===== config.mk =====
export PLATFORM = sky130hd
export DESIGN_NAME = pipe_hazard_ctrl
export DESIGN_NICKNAME = d
export VERILOG_FILES = /design/src/rtl/pipe_hazard_ctrl.sv
export SDC_FILE = /design/constraint.sdc
export NUM_CORES = 1
export LEC_CHECK = 0
export BUFFER_PORTS_ARGS = -buffer_cell sky130_fd_sc_hd__buf_2
export CORE_MARGIN = 4
export CORE_UTILIZATION = 51
export CTS_CLUSTER_DIAMETER = 30
export DETAILED_ROUTE_END_ITERATION = 16
export GPL_TIMING_DRIVEN = 0
export PLACE_DENSITY = 0.82
export SLEW_MARGIN = 20
export SYNTH_ARGS = -nofsm -noshare
export SYNTH_HDL_FRONTEND = slang
export SYNTH_SLANG_ARGS = --single-unit

===== constraint.sdc =====
create_clock -name Clk -period 3.7 [get_ports Clk]
set_input_delay 0.74 -clock Clk [delete_from_list [all_inputs] [get_ports Clk]]
set_output_delay 0.74 -clock Clk [all_outputs]
set_load 0.01 [all_outputs]

===== src/rtl/pipe_hazard_ctrl.sv =====
`default_nettype none
// ============================================================================
// Module   : pipe_hazard_ctrl
// Purpose  : 5-stage pipeline hazard unit. It provides operand forwarding,
//            load-use and HI/LO stalls, ID redirect flush, mult/div busy
//            tracking and a saturating stall counter.
// Revision : 1.0 - initial release
// ============================================================================
module pipe_hazard_ctrl #(
   parameter int MD_LAT = 8
) (
   input  logic        Clk,
   input  logic        Clr,
   input  logic [4:0]  ID_Rs,
   input  logic [4:0]  ID_Rt,
   input  logic        ID_UseRs,
   input  logic        ID_UseRt,
   input  logic        ID_UsesHiLo,
   input  logic        ID_Redirect,
   input  logic        EX_Wreg,
   input  logic        EX_Mem2Reg,
   input  logic [4:0]  EX_Rd,
   input  logic        MEM_Wreg,
   input  logic        MEM_Mem2Reg,
   input  logic [4:0]  MEM_Rd,
   input  logic        EX_MDStart,
   output logic        PC_Wen,
   output logic        IFID_Wen,
   output logic        IFID_Flush,
   output logic        IDEX_Bubble,
   output logic [1:0]  FwdA,
   output logic [1:0]  FwdB,
   output logic        MD_Busy,
   output logic [15:0] Stall_Cnt
);

   localparam logic [3:0] c_MD_RELOAD = 4'(MD_LAT - 1);

   typedef enum logic [0:0] {
      ST_IDLE = 1'b0,
      ST_BUSY = 1'b1
   } md_state_t;

   md_state_t   r_md_state;
   md_state_t   w_md_state_nxt;
   logic [3:0]  r_md_cnt;
   logic [3:0]  w_md_cnt_nxt;
   logic [15:0] r_stall_cnt;

   logic w_ex_hit_a;
   logic w_ex_hit_b;
   logic w_mem_hit_a;
   logic w_mem_hit_b;
   logic w_load_use;
   logic w_hilo_stall;
   logic w_stall;

   // $0 is hard-wired, so a write to it never creates a dependency
   assign w_ex_hit_a  = ID_UseRs && EX_Wreg  && (EX_Rd  != 5'd0) && (EX_Rd  == ID_Rs);
   assign w_ex_hit_b  = ID_UseRt && EX_Wreg  && (EX_Rd  != 5'd0) && (EX_Rd  == ID_Rt);
   assign w_mem_hit_a = ID_UseRs && MEM_Wreg && (MEM_Rd != 5'd0) && (MEM_Rd == ID_Rs);
   assign w_mem_hit_b = ID_UseRt && MEM_Wreg && (MEM_Rd != 5'd0) && (MEM_Rd == ID_Rt);

   assign w_load_use   = EX_Mem2Reg && (w_ex_hit_a || w_ex_hit_b);
   assign w_hilo_stall = MD_Busy && ID_UsesHiLo;
   assign w_stall      = w_load_use || w_hilo_stall;

   assign MD_Busy   = (r_md_state == ST_BUSY);
   assign Stall_Cnt = r_stall_cnt;

   always_comb begin
      FwdA = 2'b00;
      if (w_ex_hit_a && !EX_Mem2Reg) begin
         FwdA = 2'b01;
      end else if (w_mem_hit_a && !MEM_Mem2Reg) begin
         FwdA = 2'b10;
      end else if (w_mem_hit_a) begin
         FwdA = 2'b11;
      end

      FwdB = 2'b00;
      if (w_ex_hit_b && !EX_Mem2Reg) begin
         FwdB = 2'b01;
      end else if (w_mem_hit_b && !MEM_Mem2Reg) begin
         FwdB = 2'b10;
      end else if (w_mem_hit_b) begin
         FwdB = 2'b11;
      end
   end

   // A stall holds the redirecting instruction in ID; it flushes once released
   always_comb begin
      PC_Wen      = 1'b1;
      IFID_Wen    = 1'b1;
      IFID_Flush  = 1'b0;
      IDEX_Bubble = 1'b0;
      if (w_stall) begin
         PC_Wen      = 1'b0;
         IFID_Wen    = 1'b0;
         IDEX_Bubble = 1'b1;
      end else if (ID_Redirect) begin
         IFID_Flush  = 1'b1;
      end
   end

   always_comb begin
      w_md_state_nxt = r_md_state;
      w_md_cnt_nxt   = r_md_cnt;
      case (r_md_state)
         ST_IDLE: begin
            if (EX_MDStart) begin
               w_md_state_nxt = ST_BUSY;
               w_md_cnt_nxt   = c_MD_RELOAD;
            end
         end
         ST_BUSY: begin
            if (EX_MDStart) begin
               w_md_cnt_nxt   = c_MD_RELOAD;
            end else if (r_md_cnt != 4'd0) begin
               w_md_cnt_nxt   = r_md_cnt - 4'd1;
            end else begin
               w_md_state_nxt = ST_IDLE;
            end
         end
         default: begin
            w_md_state_nxt = ST_IDLE;
            w_md_cnt_nxt   = 4'd0;
         end
      endcase
   end

   // State moves on the falling edge, together with the pipeline registers
   always_ff @(negedge Clk) begin
      if (Clr) begin
         r_md_state  <= ST_IDLE;
         r_md_cnt    <= 4'd0;
         r_stall_cnt <= 16'd0;
      end else begin
         r_md_state <= w_md_state_nxt;
         r_md_cnt   <= w_md_cnt_nxt;
         if (w_stall && (r_stall_cnt != 16'hFFFF)) begin
            r_stall_cnt <= r_stall_cnt + 16'd1;
         end
      end
   end

endmodule
`default_nettype wire


* Word-level counts from Yosys, hierarchy flattened
Cells that the tools add are included. Widths: inputs -> output; s select.
Word-level totals: register bits 21, input port bits 31, output and inout port bits 25
Operators by class: add/sub/neg operators 2, equal/unequal tests 7, multiplexer cells 18, bitwise operators 1, reductions and logical operators 27
Operator list (count):
- $eq 5x5->1 | 4
- $logic_and 1x1->1 | 19
- $add 16x1->16 const B | 1
- $ne 16x16->1 const B | 1
- $mux 2 | 6
- $mux 4 | 3
- $reduce_bool 5->1 | 2
- $pmux 4 s2 | 1
- $mux 1 | 7
- $reduce_bool 4->1 | 1
- $sub 4x1->4 const B | 1
- $ne 3x2->1 const B | 1
- $logic_not 1->1 | 2
- $logic_or 1x1->1 | 2
- $ne 2x2->1 const B | 1
- $pmux 1 s2 | 1
- $reduce_and 2->1 | 1
- $not 1->1 | 1

* Logic depth before layout (Yosys ltp)
depth in word-level cells 7, mapped depth 9, mapped depth without buffers 7

==> results.yml <==
cts:
  clk_latency_ns: 0.40
  cts_max_level: 1
  cts_tree: "built"
  numClockSinks: 21
  clockBufferDepth: 2
  numCtsBuffers: 3
  cts-root-buf: "clkbuf_4"
  clk_pin_slew_ns: 0.04
global_routing:
  grt.overflow.total: 0
  antenna_found_initial: 0
  grt_pass1_vias: 1596
  grt_max_degree: 12
  grt_pass1_wl_um: 6530
  grtUsageTotal_pct: 23.6
cells_and_area:
  design_area_sq_um: 2010
  fin_util_pct: 80.4
  multi_input_area_sq_um: 976
  diodes: 0
  stdcell_count: 286
  num-fill-cells: 174
  drive_gt1_share_pct: 37.9
  layout.nets: 291
  ff_latch_area_sq_um: 424
  syn2layout_area_growth_pct: 49.2
worst_setup_path:
  timing.rr.start: "Stall_Cnt[4]"
  worstSetupEndpointType: "register"
  r2r_cells: 9
  critical_path_arrival_ns: 2.48
  worstPathMaxFanout: 6
  r2r-end: "Stall_Cnt[0]"
  worstPathRequired_ns: 2.15
  r2r_setup_slack_ns: 1.37
  start_kind: "primary input"
  critical_path_class: "in -> reg"
  worstSetupStartpoint: "EX_Rd[2]"
pwr:
  peakVddDrop_uv: 283
  p_per_area_nw_per_um2: 279
  p_leak_nw: 0.950
floorplanning:
  core_area_sq_um: 2500
  die_y_um: 59.4
  start_util_pct: 53.9
  die_w_um: 59.4
  row_count: 18
  io_pins: 56
  die_area_sq_um: 3530
detailed_routing:
  via_per_inst: 5.73
  drtIter0Drc: 120
  firstDrtPassIters: 4
  met2_length_um: 2270
  routed-wl-met3_um: 341
  drcViolationCount: 0
  m1WireLength_um: 1650
  route.vias.total: 1640
  drtAntennaViolNets: 0
  routed_wl_um: 4390
  top_layer_used: "met4"
  wl_per_cell_um: 15.3
yosys:
  synth_cell_type_count: 33
  synth_top_area_cell: "dfxtp_1"
  ys_ff_latch: 21
  synth_nets: 204
  synth_area_sq_um: 1350
  synth_cells: 170
  yosys_warnings: 0
  synth_ff_type: "dfxtp_1"
  yosysSeqAreaShare_pct: 31.2
  synthTopCellsByArea: "dfxtp_1 (31%), xor2_1 (12%), a21oi_1 (4.8%)"
  async_reset_ff_share_pct: 0
  synth_top_area_share_pct: 31.2
  avgSynthCellArea_sq_um: 7.93
  synth-edff-count: 0
min_path:
  holdPathStages: 2
  min_path_type: "reg -> reg"
  hp-start: "Stall_Cnt[7]"
  min_to: "Stall_Cnt[7]"
sta:
  relSlewSlack_pct: 57.1
  setup_violations: 19
  tightest_slew_ns: 0.643
  setup_ws_ns: -0.335
  fin_skew_ns: 0.0368
  rsz0062_at_grt: "true"
  final_max_slew_viol_count: 0
  hold_viol_final: 0
placement:
  dp_hpwl_um: 2740
  portBuffers: 55
  postPlaceCellArea_sq_um: 1670
  dp.cells: 255
  gp_congestion: 0.804
outcome:
  violations: "setup timing"
  outcome: "complete, but fails checks"
run:
  cap_violations: 0
-- stage by stage --
stage,worst slack [ns],TNS [ns],hold WS (ns),power [W]
final,-0.335,-4.69,0.513,0.000562
after global routing,-0.401,-5.85,0.531,0.000599
after CTS,-0.254,-3.42,0.514,0.000554
after detailed placement,-0.719,-9.65,0.505,0.000373
after global placement,-0.675,-9.40,0.501,0.000371
after floorplan,-0.360,-4.51,0.478,0.000332
-- where the power goes --
group	switching [W]	internal [W]
Clock	0.000136	0.0000687
Combinational	0.0000587	0.0000585
Sequential	0.00000597	0.000233
-- routing by layer --
layer,global-route usage (%),vias to the layer above
met5,0,-
met3,8.28,17
met2,40.1,84
met4,9.71,0
li1,-,790
met1,26.6,749
-- logic make-up (layout without fill, tap and decap cells) --
| logic type | Yosys count | count (layout) | synth area share, % |
|---|---|---|---|
| buffers and inverters | 13 | 99 | 4.74 |
| XOR/XNOR | 25 | 25 | 16.2 |
| AO/OA/AOI/OAI | 35 | 35 | 16.1 |
| multiplexers | 1 | 1 | 0.743 |
| AND/OR/NAND/NOR | 72 | 72 | 28.2 |
| adder cells (fa/ha/maj) | 3 | 3 | 2.79 |
| flip-flops | 21 | 21 | 31.2 |
-- state kept, by name, indices dropped and copies added (netlist names) --
signal	flops
Stall_Cnt	16
r_md_cnt	4
MD_Busy	1
-- final cells by class --
| cell class | count | share of cell area [%] |
|---|---|---|
| buffer | 5 | 2.05 |
| clock buffer | 3 | 1.12 |
| clock inverter | 22 | 4.11 |
| inverter | 7 | 1.31 |
| multi-input combinational | 136 | 48.5 |
| sequential | 21 | 21.1 |
| tap | 30 | 1.87 |
| timing repair buffer | 62 | 19.9 |
-- critical path, stage by stage --
cell and delay (ns):
buf_8 0.10, xor2_1 0.15, nor4_1 0.30, and3_1 0.27, o21ai_4 0.09, a21o_4 0.23
buf_6 0.14, or3_4 0.33, a21oi_2 0.13
-- layout by cell type, fill, tap and decap left out, types with 7 or more instances in the layout --
cell type	count
inv_1	29
nand2_1	8
nor3_1	9
nand3_1	10
buf_2	49
buf_6	9
xor2_1	19
dfxtp_1	20
or3_4	7
nor2_1	13
a21oi_2	10
-- worst max path at each step --
| stage | end | cells after the start | slack (ns) |
|---|---|---|---|
| floorplan | Stall_Cnt[2] | 8 | -0.36 |
| global placement | Stall_Cnt[3] | 9 | -0.68 |
| detailed placement | Stall_Cnt[6] | 9 | -0.72 |
| CTS | Stall_Cnt[6] | 9 | -0.25 |
| global route | Stall_Cnt[3] | 10 | -0.40 |
| finish | Stall_Cnt[3] | 9 | -0.34 |
-- synth_stat cells (2+ instances only) --
master	number
nand3_1	10
or4_1	2
buf_4	2
nor3b_1	2
and3_1	6
a21oi_1	13
or3_1	9
inv_1	8
ha_1	3
xor2_1	19
xnor2_1	6
nor2_1	13
o21ai_0	10
dfxtp_1	21
clkbuf_1	2
nor3_1	9
a311oi_1	2
nor4_1	5
nand4_1	4
nand2_1	9
a21o_1	3
-- repair_timing --
item                                   in CTS  in global routing
endpoints found under the hold margin       0                  0
setup buffers                               5                  0
pin swaps                                  11                  3
resized for setup                          20                 22
setup endpoints to repair                  19                 20
gates cloned                                2                  0
hold buffers                                0                  0
Note: power is estimated with default switching activity, not from simulation.
